--- config.mk ---
export PLATFORM = sky130hd
export DESIGN_NAME = maze_move_ctrl_flat
export DESIGN_NICKNAME = d
export VERILOG_FILES = /design/src/rtl/maze_pkg.sv /design/src/rtl/maze_move_ctrl_if.sv /design/src/rtl/maze_legal_tbl.sv /design/src/rtl/maze_move_ctrl.sv /design/src/flat_wrapper.sv
export SDC_FILE = /design/constraint.sdc
export NUM_CORES = 1
export LEC_CHECK = 0
export BUFFER_PORTS_ARGS = -buffer_cell sky130_fd_sc_hd__buf_2
export CORE_UTILIZATION = 35
export DETAILED_ROUTE_END_ITERATION = 16
export RECOVER_POWER = 50
export SETUP_SLACK_MARGIN = 0.15
export SYNTH_ARGS = -nofsm -noshare
export SYNTH_HDL_FRONTEND = slang
export SYNTH_SLANG_ARGS = --single-unit
export TNS_END_PERCENT = 100
--- constraint.sdc ---
create_clock -name clk -period 4.9 [get_ports clk]
set_input_delay 0.98 -clock clk [delete_from_list [all_inputs] [get_ports clk]]
set_output_delay 0.98 -clock clk [all_outputs]
set_load 0.05 [all_outputs]
--- src/rtl/maze_pkg.sv ---
// Shared direction encoding, movement state type and direction helpers
// for the maze movement controller.
package maze_pkg;

    localparam int POS_W = 10;

    localparam logic [3:0] DIR_NONE = 4'b0000;
    localparam logic [3:0] DIR_L    = 4'b1000;
    localparam logic [3:0] DIR_R    = 4'b0100;
    localparam logic [3:0] DIR_U    = 4'b0010;
    localparam logic [3:0] DIR_D    = 4'b0001;

    typedef enum logic {
        ST_STOP = 1'b0,
        ST_MOVE = 1'b1
    } state_e;

    function automatic logic [3:0] dir_opposite(input logic [3:0] d);
        case (d)
            DIR_L:   return DIR_R;
            DIR_R:   return DIR_L;
            DIR_U:   return DIR_D;
            DIR_D:   return DIR_U;
            default: return DIR_NONE;
        endcase
    endfunction

endpackage

--- src/rtl/maze_move_ctrl_if.sv ---
// Control/observation bundle for maze_move_ctrl: movement strobes, table
// write port and the sprite position/status outputs.
interface maze_move_if #(
    parameter int GRID_W = 8,
    parameter int GRID_H = 8
);
    localparam int AW = $clog2(GRID_W * GRID_H);

    logic                           tick;
    logic [3:0]                     dir_req;
    logic                           start;
    logic                           tbl_we;
    logic [AW-1:0]                  tbl_addr;
    logic [3:0]                     tbl_data;
    logic [maze_pkg::POS_W-1:0]     xpos;
    logic [maze_pkg::POS_W-1:0]     ypos;
    logic [3:0]                     cur_dir;
    logic                           moving;
    logic [3:0]                     legal;
    logic                           at_center;

    modport master (
        output tick, dir_req, start, tbl_we, tbl_addr, tbl_data,
        input  xpos, ypos, cur_dir, moving, legal, at_center
    );

    modport slave (
        input  tick, dir_req, start, tbl_we, tbl_addr, tbl_data,
        output xpos, ypos, cur_dir, moving, legal, at_center
    );

endinterface

--- src/rtl/maze_legal_tbl.sv ---
// Per-tile legal-direction table with combinational lookup of the tile
// under the sprite's top-left pixel.
module maze_legal_tbl
    import maze_pkg::*;
#(
    parameter int GRID_W  = 8,
    parameter int GRID_H  = 8,
    parameter int TILE_PX = 32,
    localparam int N      = GRID_W * GRID_H,
    localparam int AW     = $clog2(N)
) (
    input  logic             clk,
    input  logic             rst_n,
    input  logic             we_i,
    input  logic [AW-1:0]    waddr_i,
    input  logic [3:0]       wdata_i,
    input  logic [POS_W-1:0] xpos_i,
    input  logic [POS_W-1:0] ypos_i,
    output logic [3:0]       legal_o
);
    localparam int SH = $clog2(TILE_PX);

    logic [N-1:0][3:0] tbl_q;
    logic [POS_W-1:0]  tx, ty;
    logic [31:0]       idx_full;
    logic [AW-1:0]     idx;

    // Pixel-to-tile conversion is a shift since TILE_PX is a power of two.
    assign tx       = xpos_i >> SH;
    assign ty       = ypos_i >> SH;
    assign idx_full = 32'(ty) * 32'(GRID_W) + 32'(tx);
    assign idx      = idx_full[AW-1:0];
    assign legal_o  = (idx_full < 32'(N)) ? tbl_q[idx] : 4'b0000;

    always_ff @(posedge clk) begin
        if (!rst_n) begin
            tbl_q <= '0;
        end else if (we_i && (32'(waddr_i) < 32'(N))) begin
            tbl_q[waddr_i] <= wdata_i;
        end
    end

endmodule

--- src/rtl/maze_move_ctrl.sv ---
// Sprite movement controller: buffers a requested turn, commits it at tile
// centres when legal, reverses instantly off-centre, and wraps at edges.
module maze_move_ctrl
    import maze_pkg::*;
#(
    parameter int GRID_W  = 8,
    parameter int GRID_H  = 8,
    parameter int TILE_PX = 32,
    parameter int START_X = 0,
    parameter int START_Y = 0
) (
    input  logic  clk,
    input  logic  rst_n,
    maze_move_if.slave bus
);
    localparam logic [POS_W-1:0] X_MAX  = POS_W'((GRID_W - 1) * TILE_PX);
    localparam logic [POS_W-1:0] Y_MAX  = POS_W'((GRID_H - 1) * TILE_PX);
    localparam logic [POS_W-1:0] MASK   = POS_W'(TILE_PX - 1);
    localparam logic [POS_W-1:0] X_INIT = POS_W'(START_X);
    localparam logic [POS_W-1:0] Y_INIT = POS_W'(START_Y);
    localparam logic [POS_W-1:0] ONE    = POS_W'(1);

    state_e           state_q, state_d;
    logic [3:0]       dir_q, dir_d, pend_q, pend_d, pend_eff;
    logic [POS_W-1:0] x_q, x_d, y_q, y_d;
    logic [3:0]       legal;
    logic             center;

    maze_legal_tbl #(
        .GRID_W  (GRID_W),
        .GRID_H  (GRID_H),
        .TILE_PX (TILE_PX)
    ) u_tbl (
        .clk     (clk),
        .rst_n   (rst_n),
        .we_i    (bus.tbl_we),
        .waddr_i (bus.tbl_addr),
        .wdata_i (bus.tbl_data),
        .xpos_i  (x_q),
        .ypos_i  (y_q),
        .legal_o (legal)
    );

    assign center = ((x_q & MASK) == '0) && ((y_q & MASK) == '0);

    always_comb begin
        // A fresh one-hot request takes part in this cycle's decision.
        pend_eff = $onehot(bus.dir_req) ? bus.dir_req : pend_q;
        pend_d   = pend_eff;
        dir_d    = dir_q;
        state_d  = state_q;
        x_d      = x_q;
        y_d      = y_q;
        if (bus.tick) begin
            if (center) begin
                if ((pend_eff & legal) != 4'b0000) begin
                    dir_d  = pend_eff;
                    pend_d = DIR_NONE;
                end else if ((dir_q & legal) == 4'b0000) begin
                    dir_d = DIR_NONE;
                end
            end else if ((dir_q != DIR_NONE) && (pend_eff == dir_opposite(dir_q))) begin
                dir_d  = pend_eff;
                pend_d = DIR_NONE;
            end
            state_d = (dir_d != DIR_NONE) ? ST_MOVE : ST_STOP;
            case (dir_d)
                DIR_L:   x_d = (x_q == '0)    ? X_MAX : x_q - ONE;
                DIR_R:   x_d = (x_q == X_MAX) ? '0    : x_q + ONE;
                DIR_U:   y_d = (y_q == '0)    ? Y_MAX : y_q - ONE;
                DIR_D:   y_d = (y_q == Y_MAX) ? '0    : y_q + ONE;
                default: ;
            endcase
        end
    end

    always_ff @(posedge clk) begin
        if (!rst_n) begin
            state_q <= ST_STOP;
            dir_q   <= DIR_NONE;
            pend_q  <= DIR_NONE;
            x_q     <= X_INIT;
            y_q     <= Y_INIT;
        end else if (bus.start) begin
            state_q <= ST_STOP;
            dir_q   <= DIR_NONE;
            pend_q  <= DIR_NONE;
            x_q     <= X_INIT;
            y_q     <= Y_INIT;
        end else begin
            state_q <= state_d;
            dir_q   <= dir_d;
            pend_q  <= pend_d;
            x_q     <= x_d;
            y_q     <= y_d;
        end
    end

    assign bus.xpos      = x_q;
    assign bus.ypos      = y_q;
    assign bus.cur_dir   = dir_q;
    assign bus.moving    = (state_q == ST_MOVE);
    assign bus.legal     = legal;
    assign bus.at_center = center;

endmodule

--- src/flat_wrapper.sv ---
// flat-port wrapper written by rule: the top's interface ports become plain ports
module maze_move_ctrl_flat import maze_pkg::*;
#(
    parameter int GRID_W  = 8,
    parameter int GRID_H  = 8,
    parameter int TILE_PX = 32,
    parameter int START_X = 0,
    parameter int START_Y = 0
)
  (clk, rst_n, bus_tick, bus_dir_req, bus_start, bus_tbl_we, bus_tbl_addr, bus_tbl_data, bus_xpos, bus_ypos, bus_cur_dir, bus_moving, bus_legal, bus_at_center);
  maze_move_if #(.GRID_W(GRID_W), .GRID_H(GRID_H)) bus_i ();
  input  logic clk;
  input  logic rst_n;
  input wire logic [$bits(bus_i.tick)-1:0] bus_tick;
  input wire logic [$bits(bus_i.dir_req)-1:0] bus_dir_req;
  input wire logic [$bits(bus_i.start)-1:0] bus_start;
  input wire logic [$bits(bus_i.tbl_we)-1:0] bus_tbl_we;
  input wire logic [$bits(bus_i.tbl_addr)-1:0] bus_tbl_addr;
  input wire logic [$bits(bus_i.tbl_data)-1:0] bus_tbl_data;
  output wire logic [$bits(bus_i.xpos)-1:0] bus_xpos;
  output wire logic [$bits(bus_i.ypos)-1:0] bus_ypos;
  output wire logic [$bits(bus_i.cur_dir)-1:0] bus_cur_dir;
  output wire logic [$bits(bus_i.moving)-1:0] bus_moving;
  output wire logic [$bits(bus_i.legal)-1:0] bus_legal;
  output wire logic [$bits(bus_i.at_center)-1:0] bus_at_center;
  assign bus_i.tick = bus_tick;
  assign bus_i.dir_req = bus_dir_req;
  assign bus_i.start = bus_start;
  assign bus_i.tbl_we = bus_tbl_we;
  assign bus_i.tbl_addr = bus_tbl_addr;
  assign bus_i.tbl_data = bus_tbl_data;
  assign bus_xpos = bus_i.xpos;
  assign bus_ypos = bus_i.ypos;
  assign bus_cur_dir = bus_i.cur_dir;
  assign bus_moving = bus_i.moving;
  assign bus_legal = bus_i.legal;
  assign bus_at_center = bus_i.at_center;
  maze_move_ctrl #(.GRID_W(GRID_W), .GRID_H(GRID_H), .TILE_PX(TILE_PX), .START_X(START_X), .START_Y(START_Y)) u_core (.clk(clk), .rst_n(rst_n), .bus(bus_i));
endmodule
==> metrics.md, run 1 <==
| Metric | Value |
|---|---|
| Outcome | `finished, violations left` |
| Failing checks | `capacitance limit, slew limit` |
| # port buffers | `48` |
| Post-synth EDFFs | `0` |
| Syn Nets | `1774` |
| CP arrival | `3.73 ns` |
| Worst Hold Class | `reg2reg` |
| Synth Warn # | `0` |
| Largest delay share family, worst path | `adder cells` |
| Yosys reg bits | `285` |
| Cell Int Power | `0.003788 W` |
| Post-synthesis sequential area ratio | `0.3817` |
| DRC viols | `0` |
| DIE WIDTH | `208.7 um` |
| Sw Share | `0.2332` |
| Largest net degree at the start of global routing | `133` |
| Routed wl met2 | `19950 um` |
| Max transition margin | `-0.6289` |
| Multi-input logic area | `8717 um2` |
| Ys async rst share | `0` |
| Synthesized cell area | `14950 um2` |
| Fin cells | `2320` |
| Max_cap viols | `3` |
| CTS Buf Count | `31` |
| Syn avg cell area | `8.572 um2` |
| Setup crit start | `u_core.bus.xpos[8]$_SDFFE_PP0P_` |
| Register area | `5709 um2` |
| Synthesized instance count | `1744` |
| CP Buf/Inv Count | `3` |
| Share of layout cells above drive strength 1 | `0.1202` |
| Worst-Margin Slew | `2.443 ns` |
| Top post-synthesis cells by count | `285 x dfxtp_1, 256 x nand2_1, 197 x mux2i_1` |
| Initial Utilization | `0.3556` |
| Worst skew pair latency | `0.57 ns` |
| Worst R2R Start | `u_core.bus.ypos[5]$_SDFFE_PP0P_` |
| Max layer used | `met4` |
| Std cell rows | `75` |
| Max-slew violations | `305` |
| CP startpoint kind | `flop` |
| Routed vias/inst | `5.547` |
| CTS clk-pin slew, worst paths | `0.06 ns` |
| Fin Setup TNS | `0 ns` |
| CTS tree | `yes` |
| Top_reg_cell synth | `dfxtp_1` |
| Hold_sp | `u_core.u_tbl.tbl_q[66]$_SDFFE_PN0P_` |
| CP endpoint kind | `output pin` |
| Pre-antenna DRT Iters | `7` |
| CTS max path bufs | `3` |
| Routed length on met3 | `2280 um` |
| Layout Utilization | `0.4046` |
| Final Cycle Share | `0.9602` |
| CP max stage cell | `fa_2` |
| Worst Path Max Fanout | `7` |
| Final min period | `4.705 ns` |
| GRT Resource Usage Total | `0.1947` |
| Comb pwr share | `0.061` |
| Clock share of power | `0.466` |
| Worst-case clock skew | `0.01281 ns` |
| Biggest cell delay along the critical path | `0.67 ns` |
| Wire length on met1 | `19910 um` |
| Per-cell routed wire length | `18.53 um` |
| RSZ-0062 raised after global routing | `no` |
| Core area | `42040 um2` |
| Final hold viol count | `0` |
| Global-route wire length before repair | `69210 um` |
| Initial antenna violation count | `1` |
| Cell Pwr Density | `290.4 nW/um2` |
| Inst Count DP | `2259` |
| Initial DRC Count | `1123` |
| Worst Path Required | `3.92 ns` |
| RD Place Congestion | `0.8647` |
| Synth-to-Final Area Change | `13.79%` |
| Switching power of the nets | `0.001152 W` |
| Via count | `12.87k` |
| Number of global-route vias before repair | `12.40k` |
| Root Buffer | `clkbuf_16` |
| Die Y | `208.7 um` |
| Clk sinks | `285` |
| Layout Nets | `1786` |
| Critical Path, Cell by Cell | `ha_1, inv_1, fa_2, nand2_1, buf_4, o22ai_1, nor2_1, a211oi_1, buf_2` |
| Die ar. | `43540 um2` |
| Sequential power share | `0.473` |
| Cell variety after synth | `79` |
| Total gr overflow | `0` |
| Top cell type's share of synthesized area | `0.3817` |
| # H-tree levels | `1` |
| Worst setup path class | `reg2out` |
| Leakage | `5.320 nW` |
| DRT antenna net count | `0` |
| Top-count cell post-synth | `dfxtp_1` |
| Top-Level Pins | `49` |
| Count of final setup violators | `0` |
| Yosys top cell by area | `dfxtp_1` |
| Max VDD drop | `0.0002413 V` |
| Fill count | `4251` |
| Fmax | `0.2125 GHz` |
| DRT Wirelength | `42990 um` |
| DP HPWL | `27640 um` |
| Synth top area cells | `dfxtp_1 38%, mux2i_1 13%, a21boi_0 8.4%` |
[metal layers]
metal	vias to the layer above	GRT usage
met5	-	0
met4	0	0.04741
met3	61	0.02405
met2	395	0.3201
met1	6216	0.2704
li1	6198	-
[flip-flops by register name (all words and copies together) (netlist names)]
signal / cells
u_core.bus.cur_dir: 4
u_core.bus.moving: 1
u_core.bus.xpos: 10
u_core.bus.ypos: 10
u_core.pend_q: 4
u_core.u_tbl.tbl_q: 256
[cell families after synthesis]
kind of cell | share of synthesized area
DFF | 0.3817
AOI/OAI and AO/OA | 0.1825
and+or+nand+nor | 0.2147
muxes | 0.1600
adders and majority gates | 0.01021
buffers and inverters | 0.04737
xor gates and xnor gates | 0.003515
[per-stage QoR]
stage	area [um2]	total power, W	hold slack [ns]	worst slack [ns]
CTS	17000	0.004981	0.4666	0.1888
finish	17010	0.004940	0.4644	0.1950
global placement	15990	0.002682	0.4503	-0.01336
detailed placement	15990	0.002685	0.4583	-0.1008
global route	17010	0.005106	0.4835	0.1858
floorplan	15080	0.002589	0.4402	0.09683
[repair_timing]
action | in CTS | in global routing
pin swaps | 0 | 2
cloned | 0 | 0
resized for setup | 3 | 3
setup endpoints to repair | 3 | 17
hold buffers | 0 | 0
endpoints found under the hold margin | 0 | 0
buffers inserted | 0 | 3
[worst min-delay path: stages, from the launching register on]
cell      delay [ns]
dfxtp_1         0.30
nand2_1         0.04
a21boi_0        0.06
[path summary, 6_finish.rpt]
check | cells past startpoint | slack [ns] | to
max reg2reg | 17 | 0.35 | u_core.bus.ypos[2]$_SDFFE_PP0P_
min reg2reg | 2 | 0.46 | u_core.u_tbl.tbl_q[66]$_SDFFE_PN0P_
max | 9 | 0.19 | bus_legal[1]
min | 2 | 0.46 | u_core.u_tbl.tbl_q[66]$_SDFFE_PN0P_
[power by group through the flow]
stage	Clock, W	Combinational [W]	Sequential, W
floorplan	0	0.000202	0.00239
global placement	0	0.000297	0.00238
detailed placement	0	0.000300	0.00239
CTS	0.00235	0.000301	0.00233
global route	0.00244	0.000328	0.00233
finish	0.00230	0.000304	0.00233
[area by class of cell]
type,instances,area share
inverters,18,0.003972
repair buffers,125,0.04943
diodes,1,0.0001471
clock inverters,6,0.003457
multi-input cells,1295,0.5124
clock buffers,51,0.05531
flip-flops and latches,285,0.3356
well taps,539,0.03964
[placed cells by master, fill, tap and decap left out, types with 7 or more instances in the layout]
master,count
mux4_2,15
nor3_1,19
nor2b_1,94
dfxtp_1,284
a21oi_1,23
inv_1,16
a211oi_1,11
nand2_1,256
o21ai_0,61
a21boi_0,168
nor2_1,81
clkbuf_8,9
clkbuf_1,33
mux2i_1,194
and3_1,14
nand2b_1,8
clkbuf_16,31
a22oi_1,42
o22ai_1,7
buf_2,29
buf_4,67
nand3_1,149
No activity file was read; power rests on OpenSTA's default activity.
==> inputs of run 2 (changes only) <==
CELL_PAD_IN_SITES_DETAIL_PLACEMENT = 0   (was not set)
CELL_PAD_IN_SITES_GLOBAL_PLACEMENT = 1   (was not set)
PLACE_DENSITY_LB_ADDON = 0.1   (was not set)
==> metrics.md, run 2 (synthesis results as in run 1) <==
| Metric | Value |
|---|---|
| CP max stage cell | `dfxtp_4` |
| Initial antenna violation count | `0 (-1)` |
| DP HPWL | `30670 um (+11%)` |
| Leakage | `5.501 nW (+3.4%)` |
| DIE WIDTH | `208.7 um (unchanged)` |
| Worst setup path class | `reg2out` |
| DRC viols | `0 (unchanged)` |
| Inst Count DP | `2269 (+0.44%)` |
| Commonest cells after routing, fill and taps aside | `283 x dfxtp_1, 255 x nand2_1, 194 x mux2i_1` |
| Worst Path Required | `3.92 ns (about the same)` |
| Failing checks | `capacitance limit, slew limit` |
| Worst Hold Class | `reg2reg` |
| Biggest cell delay along the critical path | `0.64 ns (-0.03 ns)` |
| Pre-antenna DRT Iters | `5 (-2)` |
| RSZ-0062 raised after global routing | `no` |
| Total gr overflow | `0 (unchanged)` |
| Max-slew violations | `304 (-0.33%)` |
| CP Buf/Inv Count | `3 (unchanged)` |
| Per-cell routed wire length | `20.44 um (+10%)` |
| Number of flip-flops in the largest register | `256 (unchanged)` |
| DRT antenna net count | `0 (unchanged)` |
| CTS Buf Count | `36 (+16%)` |
| Final Cycle Share | `0.9294 (-0.03080)` |
| Via count | `12.80k (-0.51%)` |
| Share of layout cells above drive strength 1 | `0.1356 (+0.01538)` |
| CP startpoint kind | `flop` |
| Outcome | `finished, violations left` |
| Largest net degree at the start of global routing | `96 (-28%)` |
| Count of final setup violators | `0 (unchanged)` |
| Number of global-route vias before repair | `12.65k (+2.0%)` |
| # H-tree levels | `2 (+1)` |
| RD Place Congestion | `0.8388 (-3.0%)` |
| Top reg by flops | `u_core.u_tbl.tbl_q` |
| Root Buffer | `clkbuf_16` |
| # port buffers | `48 (unchanged)` |
| Switching power of the nets | `0.001250 W (+8.6%)` |
| Layout Utilization | `0.4098 (+0.005149)` |
| Clk sinks | `285 (unchanged)` |
| Max transition margin | `-0.9245 (-0.2956)` |
| Std cell rows | `75 (unchanged)` |
| Worst-Margin Slew | `2.887 ns (+0.4434 ns)` |
| Hold_buf cts | `0 (unchanged)` |
| Cell Pwr Density | `303.7 nW/um2 (+4.6%)` |
| Clock share of power | `0.492 (+0.026)` |
| Sw Share | `0.2390 (+0.005789)` |
| Initial Utilization | `0.3556 (unchanged)` |
| Global-route wire length before repair | `74920 um (+8.3%)` |
| Ant diodes | `0 (-1)` |
| Synth-to-Final Area Change | `15.24%` |
| Final hold viol count | `0 (unchanged)` |
| Routed vias/inst | `5.493 (-0.98%)` |
| Largest delay share family, worst path | `compound AO/OA/AOI/OAI gates` |
| DRT Wirelength | `47640 um (+11%)` |
| Initial DRC Count | `910 (-19%)` |
| Max_cap viols | `4 (+1)` |
| Worst-case clock skew | `0.01514 ns (+0.002335 ns)` |
| Top-Level Pins | `49 (unchanged)` |
| Comb pwr share | `0.062 (about the same)` |
| GRT met3 Usage | `0.03291 (+0.008867)` |
| CTS clk-pin slew, worst paths | `0.06 ns (about the same)` |
| CTS max path bufs | `3 (unchanged)` |
| Final min period | `4.554 ns (-0.1509 ns)` |
| Fmax | `0.2196 GHz (+3.3%)` |
| CP endpoint kind | `output pin` |
| GRT Resource Usage Total | `0.2188 (+0.02402)` |
| Worst skew pair latency | `0.55 ns (-0.02 ns)` |
| Sequential power share | `0.446 (-0.027)` |
| Layout Nets | `1800 (+0.78%)` |
| CP arrival | `3.57 ns (-0.16 ns)` |
| Max VDD drop | `0.0002072 V (-14%)` |
| Core area | `42040 um2 (unchanged)` |
| Fin cells | `2331 (+0.47%)` |
| Cell Int Power | `0.003982 W (+5.1%)` |
| Most common cell after layout, fill and taps aside | `dfxtp_1` |
| Die ar. | `43540 um2 (unchanged)` |
| CTS tree | `yes` |
| Global Route met2 Usage | `0.3645 (+0.04440)` |
| Busiest grt layer | `met2` |
| Worst Path Max Fanout | `18 (+11)` |
| Critical Path, Cell by Cell | `buf_4, mux2i_1, mux4_2, a311o_1, a211oi_1, buf_4, nor2_1, a211oi_1, buf_2` |
| Die Y | `208.7 um (unchanged)` |
| Met1 GRT Util | `0.2881 (+0.01771)` |
==> run 2: worst register-to-register path, delay by kind of cell (launching register included) <==
family          cells  cell delay (ns)
flops               1             0.40
compound gates      8             1.94
simple gates        5             0.98
buf+inv             2             0.24
fa+ha+maj           2             0.84
==> run 2: path summary, 6_finish.rpt <==
| check | startpoint | endpoint | slack [ns] | cells after the start |
|---|---|---|---|---|
| worst max-delay path | u_core.bus.xpos[6]$_SDFFE_PP0P_ | bus_legal[1] | 0.35 | 9 |
| worst min-delay path | u_core.u_tbl.tbl_q[162]$_SDFFE_PN0P_ | u_core.u_tbl.tbl_q[162]$_SDFFE_PN0P_ | 0.47 | 2 |
| worst max register to register | u_core.bus.ypos[5]$_SDFFE_PP0P_ | u_core.bus.xpos[5]$_SDFFE_PP0P_ | 0.43 | 17 |
| worst min register to register | u_core.u_tbl.tbl_q[162]$_SDFFE_PN0P_ | u_core.u_tbl.tbl_q[162]$_SDFFE_PN0P_ | 0.47 | 2 |
==> run 2: final cells by class <==
class / instances / area [um2]
well taps: 539 / 674.4
inverters: 18 / 67.56
clock buffers: 52 / 1052
fillers: 4301 / 24810
flip-flops and latches: 285 / 5710
multi-input cells: 1295 / 8703
clock inverters: 8 / 67.56
repair buffers: 134 / 952.2
==> run 2: metal layers <==
metal	vias to the layer above	wire length, um
met5	-	0
met4	0	1290
met3	76	1882
met2	245	22280
met1	6250	22190
li1	6233	-
==> run 2: through the flow <==
stage,setup WS [ns],instance area [um2],hold WS [ns],power (W),TNS [ns]
2_1_floorplan,0.09683,15080,0.4402,0.002589,0
3_3_place_gp,-0.003952,16090,0.4503,0.002706,-0.003952
3_5_place_dp,-0.08757,16090,0.4576,0.002707,-0.2313
4_1_cts,0.1997,17230,0.4653,0.005317,0
5_1_grt,0.1624,17230,0.4892,0.005427,0
6_report,0.3459,17230,0.4651,0.005233,0
==> run 2: what timing repair did <==
item / 4_1_cts / 5_1_grt
pin swaps: 0 / 1
resized for setup: 0 / 5
setup buffers: 1 / 1
endpoints found under the setup margin: 1 / 16
gates cloned: 0 / 0
==> run 2: power by group through the flow <==
stage	Combinational (W)	Clock, W	Sequential [W]
6_report	0.000325	0.00257	0.00233
5_1_grt	0.000351	0.00274	0.00233
4_1_cts	0.000322	0.00266	0.00233
3_5_place_dp	0.000321	0	0.00239
3_3_place_gp	0.000321	0	0.00239
2_1_floorplan	0.000202	0	0.00239
==> inputs of run 3 (changes only) <==
ABC_AREA = 1   (was not set)
==> metrics.md, run 3 <==
| Metric | Value |
|---|---|
| Post-synth EDFFs | `0 (unchanged)` |
| Max_cap viols | `1 (-3)` |
| Yosys reg bits | `285 (unchanged)` |
| Synth Warn # | `0 (unchanged)` |
| Failing checks | `capacitance limit, slew limit` |
| Number of global-route vias before repair | `13.70k (+8.3%)` |
| DRT antenna net count | `0 (unchanged)` |
| Clk sinks | `285 (unchanged)` |
| Largest net degree at the start of global routing | `131 (+36%)` |
| Initial DRC Count | `1191 (+31%)` |
| Switching power of the nets | `0.002296 W (+84%)` |
| CTS tree | `yes` |
| Max-slew violations | `120 (-61%)` |
| Design Area, Final | `16290 um2 (-5.4%)` |
| Count of final setup violators | `0 (unchanged)` |
| Met1 GRT Util | `0.3182 (+0.03013)` |
| Post-synthesis sequential area ratio | `0.3931 (+0.01145)` |
| Top cell type's share of synthesized area | `0.3931 (+0.01145)` |
| Busiest grt layer | `met2` |
| Comb pwr share | `0.234 (+0.172)` |
| Global Route met2 Usage | `0.3758 (+0.01123)` |
| Fmax | `0.2296 GHz (+4.5%)` |
| Initial Utilization | `0.3555 (about the same)` |
| DP HPWL | `30670 um (about the same)` |
| Root Buffer | `clkbuf_16` |
| Max transition margin | `-0.3661 (+0.5584)` |
| Outcome | `finished, violations left` |
| GRT Resource Usage Total | `0.2316 (+0.01280)` |
| Max VDD drop | `0.0002218 V (+7.0%)` |
| Cell Pwr Density | `417.1 nW/um2 (+37%)` |
| Fin Setup TNS | `0 ns (unchanged)` |
| Total gr overflow | `0 (unchanged)` |
| Top_reg_cell synth | `dfxtp_1` |
| CP arrival | `3.38 ns (-0.19 ns)` |
| Std cell rows | `74 (-1.3%)` |
| Number of flip-flops in the largest register | `256 (unchanged)` |
| GRT met3 Usage | `0.03294 (about the same)` |
| Final hold viol count | `0 (unchanged)` |
| Pwr Total | `0.006795 W (+30%)` |
| Worst Hold Class | `reg2reg` |
| Leakage | `7.042 nW (+28%)` |
| RSZ-0062 raised after global routing | `no` |
| Layout Nets | `2325 (+29%)` |
| Top reg by flops | `u_core.u_tbl.tbl_q` |
| Sequential power share | `0.356 (-0.090)` |
| Per-cell routed wire length | `17.05 um (-17%)` |
| DIE WIDTH | `205.6 um (-1.5%)` |
| Cell variety after synth | `35 (-56%)` |
| Hold_buf cts | `0 (unchanged)` |
| Placed inst area | `15100 um2 (-6.1%)` |
| Routed vias/inst | `5.073 (-7.6%)` |
| Setup bufs post-CTS | `0 (-1)` |
| Final Cycle Share | `0.8890 (-0.04041)` |
| # port buffers | `48 (unchanged)` |
| CTS clk-pin slew, worst paths | `0.06 ns (about the same)` |
| Initial antenna violation count | `0 (unchanged)` |
| Worst setup path class | `reg2out` |
| Ys async rst share | `0 (unchanged)` |
| # H-tree levels | `2 (unchanged)` |
| Worst-case clock skew | `0.02709 ns (+0.01195 ns)` |
| Synth-to-Final Area Change | `12.25%` |
| Worst Path Max Fanout | `9 (-9)` |
| Layout Utilization | `0.3990 (-0.01079)` |
| Synthesized instance count | `2309 (+32%)` |
| Most common cell after layout, fill and taps aside | `nor2_1` |
| RD Place Congestion | `0.8541 (+1.8%)` |
| Pre-antenna DRT Iters | `5 (unchanged)` |
| Commonest cells after routing, fill and taps aside | `647 x nor2_1, 361 x nand2_1, 300 x nand3_1` |
| Top post-synthesis cells by count | `647 x nor2_1, 361 x nand2_1, 300 x nand3_1` |
| CP startpoint kind | `flop` |
| Worst skew pair latency | `0.55 ns (about the same)` |
| Resized Gates After CTS | `0 (unchanged)` |
| Final min period | `4.356 ns (-0.1980 ns)` |
| DRC viols | `0 (unchanged)` |
| Yosys top cell by area | `dfxtp_1` |
| Synth top area cells | `dfxtp_1 39%, nor2_1 17%, nand3_1 10%` |
| DP Worst Slack | `0.2919 ns (+0.3795 ns)` |
| Core area | `40830 um2 (-2.9%)` |
| Die Y | `205.6 um (-1.5%)` |
| DRT Wirelength | `48620 um (+2.1%)` |
| CTS Buf Count | `35 (-2.8%)` |
| Clock share of power | `0.410 (-0.082)` |
| Worst Path Required | `3.92 ns (about the same)` |
| Cell Int Power | `0.004499 W (+13%)` |
| Top-count cell post-synth | `nor2_1` |
| Sw Share | `0.3379 (+0.09894)` |
| Die ar. | `42290 um2 (-2.9%)` |
| Share of layout cells above drive strength 1 | `0.05565 (-0.07995)` |
| Syn avg cell area | `6.286 um2 (-27%)` |
| Worst-Margin Slew | `2.049 ns (-0.8376 ns)` |
| Final worst slack | `0.5439 ns (+0.1980 ns)` |
| Syn Nets | `2339 (+32%)` |
| Via count | `14.46k (+13%)` |
| Global-route wire length before repair | `76580 um (+2.2%)` |
| CTS max path bufs | `3 (unchanged)` |
| Top-Level Pins | `49 (unchanged)` |
| CP endpoint kind | `output pin` |
| Synthesized cell area | `14510 um2 (-2.9%)` |
[run 3: stage by stage]
step | std cells | hold WS, ns
global placement | 2790 | 0.4914
global route | 2850 | 0.5312
finish | 2851 | 0.5114
floorplan | 2309 | 0.4777
CTS | 2850 | 0.5150
detailed placement | 2790 | 0.4953
[run 3: cell type report]
type / instances / area (um2)
Clock buffer: 50 / 1002
Sequential cell: 285 / 5710
Clock inverter: 10 / 210.2
Fill cell: 4468 / 24540
Multi-Input combinational cell: 1708 / 7546
Timing Repair Buffer: 69 / 416.7
Inverter: 196 / 738.2
Antenna cell: 1 / 2.502
Tap cell: 532 / 665.6
[run 3: final timing paths]
kind / start / endpoint / slack (ns) / cells past startpoint
worst min register to register: u_core.u_tbl.tbl_q[58]$_SDFFE_PN0P_ / u_core.u_tbl.tbl_q[58]$_SDFFE_PN0P_ / 0.51 / 2
worst max-delay path: u_core.bus.ypos[6]$_SDFFE_PP0P_ / bus_legal[3] / 0.54 / 8
worst min-delay path: u_core.u_tbl.tbl_q[58]$_SDFFE_PN0P_ / u_core.u_tbl.tbl_q[58]$_SDFFE_PN0P_ / 0.51 / 2
worst max register to register: u_core.bus.ypos[6]$_SDFFE_PP0P_ / u_core.bus.xpos[5]$_SDFFE_PP0P_ / 0.73 / 17
[run 3: cell families after synthesis]
family,count (synthesis),share of synthesized area
adders and majority gates,11,0.01052
xor gates and xnor gates,10,0.006034
AOI/OAI and AO/OA,328,0.1168
buffers and inverters,316,0.08698
DFF,285,0.3931
and+or+nand+nor,1359,0.3866
[run 3: critical path, cell delays in order, from the launching register on]
cell	delay (ns)
dfxtp_1	0.53
inv_1	0.20
fa_1	0.95
inv_1	0.32
nand3_1	0.16
nand3_1	0.26
nand2_1	0.14
nor2_1	0.06
buf_2	0.21
[run 3: metal layers]
layer | share of wire | vias up
met5 | 0 | -
met4 | 0.023 | 0
met3 | 0.046 | 60
met2 | 0.46 | 295
met1 | 0.48 | 6751
li1 | - | 7358
[run 3: power groups by stage]
stage / logic [W] / clock network, W / registers (W)
after floorplan: 0.00106 / 0 / 0.00251
after global placement: 0.00160 / 0 / 0.00247
after detailed placement: 0.00159 / 0 / 0.00247
after CTS: 0.00159 / 0.00285 / 0.00242
after global routing: 0.00176 / 0.00296 / 0.00243
final: 0.00159 / 0.00278 / 0.00242
